## src/rtl/uart_tx_fifo.sv

```systemverilog
// UART transmitter with an input FIFO, run-time parity (none/even/odd) and 1/2 stop bits.
// Frames are sent LSB first; the line output is registered and idles high.
module uart_tx_fifo #(
  parameter int CLKS_PER_BIT = 87,
  parameter int DATA_BITS    = 8,
  parameter int FIFO_DEPTH   = 4
) (
  input  logic                         i_Clock,
  input  logic                         i_Rst_L,
  input  logic                         i_Tx_DV,
  input  logic [DATA_BITS-1:0]         i_Tx_Byte,
  input  logic [1:0]                   i_Parity_Mode,
  input  logic                         i_Two_Stop,
  output logic                         o_Tx_Ready,
  output logic                         o_Tx_Active,
  output logic                         o_Tx_Serial,
  output logic                         o_Tx_Done,
  output logic                         o_Overflow,
  output logic [$clog2(FIFO_DEPTH):0]  o_Fifo_Count
);

  localparam int CNT_W  = (CLKS_PER_BIT > 1) ? $clog2(CLKS_PER_BIT) : 1;
  localparam int BIT_W  = $clog2(DATA_BITS);
  localparam int PTR_W  = $clog2(FIFO_DEPTH);
  localparam int FCNT_W = PTR_W + 1;
  localparam logic [CNT_W-1:0]  CNT_MAX   = CNT_W'(CLKS_PER_BIT - 1);
  localparam logic [BIT_W-1:0]  BIT_LAST  = BIT_W'(DATA_BITS - 1);
  localparam logic [FCNT_W-1:0] FIFO_FULL = FCNT_W'(FIFO_DEPTH);

  typedef enum logic [2:0] {
    S_IDLE, S_START, S_DATA, S_PARITY, S_STOP, S_CLEANUP
  } state_t;

  state_t               r_State;
  state_t               w_Next_State;
  logic [CNT_W-1:0]     r_Clk_Cnt;
  logic [BIT_W-1:0]     r_Bit_Idx;
  logic [BIT_W-1:0]     w_Next_Bit_Idx;
  logic                 r_Stop_Idx;
  logic                 w_Next_Stop_Idx;
  logic [DATA_BITS-1:0] r_Data;
  logic [1:0]           r_Par_Mode;
  logic                 r_Two_Stop;
  logic                 r_Tx_Serial;
  logic                 w_Next_Serial;

  logic [DATA_BITS-1:0] r_Mem [FIFO_DEPTH];
  logic [PTR_W-1:0]     r_Wr_Ptr;
  logic [PTR_W-1:0]     r_Rd_Ptr;
  logic [FCNT_W-1:0]    r_Count;

  logic w_Full;
  logic w_Empty;
  logic w_Wr;
  logic w_Pop;
  logic w_Bit_End;
  logic w_Has_Par;
  logic w_Parity;

  assign w_Full    = (r_Count == FIFO_FULL);
  assign w_Empty   = (r_Count == '0);
  assign w_Wr      = i_Tx_DV && !w_Full;
  assign w_Bit_End = (r_Clk_Cnt == CNT_MAX);
  assign w_Has_Par = (r_Par_Mode == 2'b01) || (r_Par_Mode == 2'b10);
  assign w_Parity  = (^r_Data) ^ (r_Par_Mode == 2'b10);

  assign o_Tx_Ready   = !w_Full;
  assign o_Overflow   = i_Tx_DV && w_Full;
  assign o_Fifo_Count = r_Count;
  assign o_Tx_Serial  = r_Tx_Serial;

  // FIFO storage and the frame data register carry no reset
  always_ff @(posedge i_Clock) begin
    if (w_Wr) r_Mem[r_Wr_Ptr] <= i_Tx_Byte;
    if (w_Pop) r_Data <= r_Mem[r_Rd_Ptr];
  end

  always_ff @(posedge i_Clock or negedge i_Rst_L) begin
    if (!i_Rst_L) begin
      r_Wr_Ptr <= '0;
      r_Rd_Ptr <= '0;
      r_Count  <= '0;
    end else begin
      if (w_Wr) r_Wr_Ptr <= r_Wr_Ptr + PTR_W'(1);
      if (w_Pop) r_Rd_Ptr <= r_Rd_Ptr + PTR_W'(1);
      if (w_Wr && !w_Pop) r_Count <= r_Count + FCNT_W'(1);
      else if (!w_Wr && w_Pop) r_Count <= r_Count - FCNT_W'(1);
    end
  end

  // State register plus the per-frame counters and the registered line
  always_ff @(posedge i_Clock or negedge i_Rst_L) begin
    if (!i_Rst_L) begin
      r_State     <= S_IDLE;
      r_Clk_Cnt   <= '0;
      r_Bit_Idx   <= '0;
      r_Stop_Idx  <= 1'b0;
      r_Par_Mode  <= 2'b00;
      r_Two_Stop  <= 1'b0;
      r_Tx_Serial <= 1'b1;
    end else begin
      r_State     <= w_Next_State;
      r_Bit_Idx   <= w_Next_Bit_Idx;
      r_Stop_Idx  <= w_Next_Stop_Idx;
      r_Tx_Serial <= w_Next_Serial;
      if (w_Pop) begin
        r_Par_Mode <= i_Parity_Mode;
        r_Two_Stop <= i_Two_Stop;
      end
      if (o_Tx_Active) r_Clk_Cnt <= w_Bit_End ? '0 : r_Clk_Cnt + CNT_W'(1);
      else r_Clk_Cnt <= '0;
    end
  end

  always_comb begin
    w_Next_State    = r_State;
    w_Next_Bit_Idx  = r_Bit_Idx;
    w_Next_Stop_Idx = r_Stop_Idx;
    case (r_State)
      S_IDLE: begin
        w_Next_Bit_Idx  = '0;
        w_Next_Stop_Idx = 1'b0;
        if (!w_Empty) w_Next_State = S_START;
      end
      S_START:  if (w_Bit_End) w_Next_State = S_DATA;
      S_DATA: begin
        if (w_Bit_End) begin
          if (r_Bit_Idx == BIT_LAST) w_Next_State = w_Has_Par ? S_PARITY : S_STOP;
          else w_Next_Bit_Idx = r_Bit_Idx + BIT_W'(1);
        end
      end
      S_PARITY: if (w_Bit_End) w_Next_State = S_STOP;
      S_STOP: begin
        if (w_Bit_End) begin
          if (r_Two_Stop && !r_Stop_Idx) w_Next_Stop_Idx = 1'b1;
          else w_Next_State = S_CLEANUP;
        end
      end
      S_CLEANUP: w_Next_State = S_IDLE;
      default:   w_Next_State = S_IDLE;
    endcase
  end

  // The line value is chosen for the state being entered so it changes on the same edge
  always_comb begin
    w_Pop         = (r_State == S_IDLE) && !w_Empty;
    o_Tx_Active   = (r_State == S_START) || (r_State == S_DATA) ||
                    (r_State == S_PARITY) || (r_State == S_STOP);
    o_Tx_Done     = (r_State == S_CLEANUP);
    w_Next_Serial = 1'b1;
    case (w_Next_State)
      S_START:  w_Next_Serial = 1'b0;
      S_DATA:   w_Next_Serial = r_Data[w_Next_Bit_Idx];
      S_PARITY: w_Next_Serial = w_Parity;
      default:  w_Next_Serial = 1'b1;
    endcase
  end

endmodule

```

## config.mk

```make
export PLATFORM = sky130hd
export DESIGN_NAME = uart_tx_fifo
export DESIGN_NICKNAME = d
export VERILOG_FILES = /design/src/rtl/uart_tx_fifo.sv
export SDC_FILE = /design/constraint.sdc
export NUM_CORES = 1
export LEC_CHECK = 0
export ABC_AREA = 1
export BUFFER_PORTS_ARGS = -buffer_cell sky130_fd_sc_hd__clkbuf_2
export CAP_MARGIN = 5
export CORE_MARGIN = 1
export CORE_UTILIZATION = 35
export DETAILED_ROUTE_END_ITERATION = 7
export MAX_ROUTING_LAYER = met4
export PLACE_DENSITY_LB_ADDON = 0.15
export SYNTH_ARGS = -nofsm -noshare
export SYNTH_HDL_FRONTEND = slang
export SYNTH_SLANG_ARGS = --single-unit
```

## constraint.sdc

```tcl
create_clock -name i_Clock -period 4.13 [get_ports i_Clock]
set_clock_uncertainty 0.2 [all_clocks]
set_input_delay 0.826 -clock i_Clock [delete_from_list [all_inputs] [get_ports i_Clock]]
set_output_delay 0.826 -clock i_Clock [all_outputs]
set_load 0.005 [all_outputs]
```

==> flow_summary.rst <==
.. list-table::
   :header-rows: 1

   * - Metric
     - Value
   * - Cell Rows
     - 33
   * - Detailed Place HPWL
     - approximately 3600 um
   * - Clk pwr share
     - 35.3%
   * - Setup repair after global routing missed its margin
     - false
   * - Clock buffer count from CTS
     - 9
   * - Sequential Power Share
     - 52.0%
   * - Largest area contributor in the synthesized netlist
     - sky130_fd_sc_hd__edfxtp_1
   * - Fraction of power spent switching nets
     - 27.8%
   * - Initial core utilization
     - 36.3%
   * - Arrival time of the worst setup path
     - 2340 ps
   * - Total congestion overflow after global routing
     - 0
   * - DRT iter0 DRCs
     - 46
   * - Net switching component of the power
     - around 0.45 mW
   * - Maximum number of pins on one net before global-route repair
     - 26
   * - Achievable Freq
     - between 0.4 and 0.5 GHz
   * - Clock slew at reported path FFs
     - 90 ps
   * - Kind of end point of the critical path
     - register
   * - Number of clock sinks
     - between 60 and 70
   * - CP Launch Type
     - register
   * - Wl on met1
     - 2510 um
   * - Root buffer cell
     - sky130_fd_sc_hd__clkbuf_8
   * - Proportion of netlist area held by the largest area contributor
     - 40.0%
   * - Final cell utilization of the core
     - 41.5%
   * - Total of cells resized after clock tree synthesis
     - 0
   * - Via count
     - roughly 1900
   * - Cts hold-fix bufs
     - 0
   * - Post-synthesis cell count
     - 274
   * - Tightest Pin Transition
     - 856 ps
   * - Share of synthesized area occupied by flip-flops and latches
     - 60.9%
   * - Max-capacitance violation count
     - 0
   * - Aggregate global-route resource usage
     - 13.9%
   * - Post-synthesis net count
     - roughly 300
   * - Highest Signal Layer
     - met4
   * - Post-route worst hold slack
     - 292 ps
   * - H-tree depth
     - 3
   * - Cell types with the highest counts after synthesis
     - sky130_fd_sc_hd__edfxtp_1 (40), sky130_fd_sc_hd__nand2_1 (37), sky130_fd_sc_hd__nor2_1 (36)
   * - Horizontal extent of the die
     - 94.6 um
   * - IO buf count
     - 21
   * - Average instance area after synthesis
     - between 10 and 15 sq um
   * - WP data required
     - 4160 ps
   * - Result of the run
     - finished clean
   * - WL final
     - 5260 um
   * - Area of all placed cells without fillers
     - between 3000 and 4000 sq um
   * - Worst setup path class
     - reg -> reg
   * - Via/cell ratio
     - 4.56
   * - Standard cell core area
     - 8260 sq um
   * - Ys async rst share
     - 38.5%
   * - Overall die height
     - about 95 um
   * - Final Hold Fails
     - 0
   * - Antenna violations before repair
     - 0
   * - Cell with the most instances after synthesis
     - sky130_fd_sc_hd__edfxtp_1
   * - Io pins
     - 22
   * - Final worst slack
     - 1820 ps
   * - Worst min-delay path class
     - in -> async
   * - TritonCTS clock tree
     - yes
   * - Net count of the finished layout
     - 326
   * - Metal3 WL
     - 166 um
   * - Primary FF master, synth
     - sky130_fd_sc_hd__edfxtp_1
   * - Count of unique library cells instantiated by Yosys
     - 34
   * - Insertion delay to the later sink of the worst-skew pair
     - 350 ps
   * - Number of enable-type register cells in the synthesized netlist
     - 40
   * - Router iterations before antenna repair
     - 4
   * - Final critical delay including setup and external delays
     - 2310 ps
   * - Mapped Area
     - approximately 3000 sq um
   * - Design internal power
     - 1.16 mW
   * - Setup violators final
     - 0
   * - Synthesis Warnings
     - 0
   * - Pre-CTS worst setup slack
     - about 1600 ps
   * - Area growth syn-to-layout
     - 14.3%
   * - Routability congestion estimate
     - 0.704
   * - Post-route antenna net violation count
     - 0
   * - Area of placed instances
     - 3220 sq um
   * - Power share of the combinational group
     - 12.7%
   * - Proportion of layout cells with a drive suffix above 1
     - between 10% and 20%
   * - WL met2
     - 2510 um
   * - TNS Setup
     - 0 ps
   * - Vias in the first global route
     - approximately 1800
   * - Post-DR wirelength/cell
     - 12.8 um
   * - Total count of max-transition violations in the final report
     - 0
   * - Filler cell count in the final layout
     - 816
   * - Max rail drop VDD
     - between 0.2 and 0.3 mV
   * - Slew headroom
     - a little over two fifths
   * - Maximum buffer depth of the clock tree
     - 2
   * - Top cells by area in the synthesized netlist
     - sky130_fd_sc_hd__edfxtp_1 (40%), sky130_fd_sc_hd__dfrtp_1 (20%), sky130_fd_sc_hd__nand2_1 (4.6%)
   * - Final antenna diode count
     - 0
   * - Number of post-CTS setup repair buffers
     - 0
   * - Pwr dens
     - 468 nW/um^2
   * - Ratio of final minimum period to clock period
     - 55.8%
   * - Static leakage
     - 1.47 nW
   * - Remaining design rule violation count
     - 0
   * - First-pass GRT wire length
     - 8780 um
   * - Die Footprint
     - 8950 sq um
   * - Largest fanout of any net on the critical path
     - 6
   * - Number of storage elements in the synthesis netlist
     - 65
-- layout make-up --
type                    count  area [sq um]  share of cell area, %
flip-flops and latches     65          1830                   53.3
multi-input cells         171          1030                   30.1
well taps                 105           131                   3.83
inverters                  34           128                   3.72
clock buffers               9           124                   3.61
repair buffers             21           105                   3.06
clock inverters             7          83.8                   2.44
-- power by group through the flow --
| stage | Sequential (mW) | Clock, mW | Combinational, mW |
|---|---|---|---|
| after global placement | 0.849 | 0 | 0.209 |
| final | 0.835 | 0.568 | 0.204 |
| after CTS | 0.836 | 0.585 | 0.210 |
| after global routing | 0.848 | 0.614 | 0.237 |
| after detailed placement | 0.850 | 0 | 0.208 |
| after floorplan | 0.843 | 0 | 0.133 |
-- sequential cells by signal, summed over array words and instances, names as in the netlist, 2 cells and up --
signal / cells
r_Bit_Idx: 3
r_Data: 8
o_Fifo_Count: 3
r_Mem: 32
r_Clk_Cnt: 7
r_Par_Mode: 2
r_State: 3
r_Rd_Ptr: 2
r_Wr_Ptr: 2
-- through the flow --
stage                     instances  power (mW)
after floorplan                 274       0.976
after global placement          396        1.06
after detailed placement        396        1.06
after CTS                       412        1.63
after global routing            412        1.70
final                           412        1.61
-- path summary, 6_finish.rpt --
| check | cells after the start | end | start | slack, ps |
|---|---|---|---|---|
| min in group i_Clock | 1 | r_Clk_Cnt[0] | r_Clk_Cnt[0] | 290 |
| worst min register to register | 1 | r_Clk_Cnt[0] | r_Clk_Cnt[0] | 290 |
| worst max register to register | 7 | o_Fifo_Count[2] | o_Fifo_Count[0] | 1820 |
| max in group asynchronous | 1 | r_Bit_Idx[2] | i_Rst_L | 2990 |
| worst max-delay path | 7 | o_Fifo_Count[2] | o_Fifo_Count[0] | 1820 |
| worst min-delay path | 1 | o_Fifo_Count[0] | i_Rst_L | 290 |
-- logic make-up (layout without fill, tap and decap cells) --
family | after synthesis | count (layout) | share of synthesized area [%]
AO/OA/AOI/OAI | 37 | 37 | 7.46
flip-flops | 65 | 65 | 60.9
adder cells (fa/ha/maj) | 10 | 10 | 4.42
XOR/XNOR | 12 | 12 | 3.50
AND/OR/NAND/NOR | 111 | 111 | 18.6
multiplexers | 1 | 1 | 0.375
buffers and inverters | 38 | 71 | 4.75
-- placed cells by master (no fill, tap or decap), types with 3 or more instances in the layout --
cell type | netlist | final
sky130_fd_sc_hd__edfxtp_1 | 40 | 40
sky130_fd_sc_hd__nand2_1 | 37 | 37
sky130_fd_sc_hd__nor2_1 | 36 | 36
sky130_fd_sc_hd__inv_1 | 32 | 32
sky130_fd_sc_hd__dfrtp_1 | 24 | 24
sky130_fd_sc_hd__clkbuf_2 | 0 | 21
sky130_fd_sc_hd__o21ai_0 | 19 | 19
sky130_fd_sc_hd__nand3_1 | 9 | 9
sky130_fd_sc_hd__xnor2_1 | 9 | 9
sky130_fd_sc_hd__ha_1 | 9 | 9
sky130_fd_sc_hd__clkbuf_8 | 0 | 9
sky130_fd_sc_hd__o22ai_1 | 8 | 8
sky130_fd_sc_hd__nand3_2 | 6 | 6
sky130_fd_sc_hd__nor3_1 | 6 | 6
sky130_fd_sc_hd__a21oi_1 | 6 | 6
sky130_fd_sc_hd__nand4_1 | 5 | 5
sky130_fd_sc_hd__xor2_1 | 3 | 3
sky130_fd_sc_hd__inv_6 | 0 | 3
-- layer usage --
layer | global-route usage (%) | vias up
met1 | 16.7 | 867
met2 | 21.3 | 23
met4 | 5.68 | 0
met5 | - | -
li1 | - | 982
met3 | 4.67 | 8
-- worst max-delay path: stages, from the launching register on --
cell and delay (ps):
sky130_fd_sc_hd__dfrtp_1 460, sky130_fd_sc_hd__o31ai_2 480, sky130_fd_sc_hd__ha_1 230, sky130_fd_sc_hd__inv_1 60, sky130_fd_sc_hd__fa_1 380, sky130_fd_sc_hd__a21oi_1 140
sky130_fd_sc_hd__o21ai_0 110, sky130_fd_sc_hd__xnor2_1 130
No activity file was read; power rests on OpenSTA's default activity.
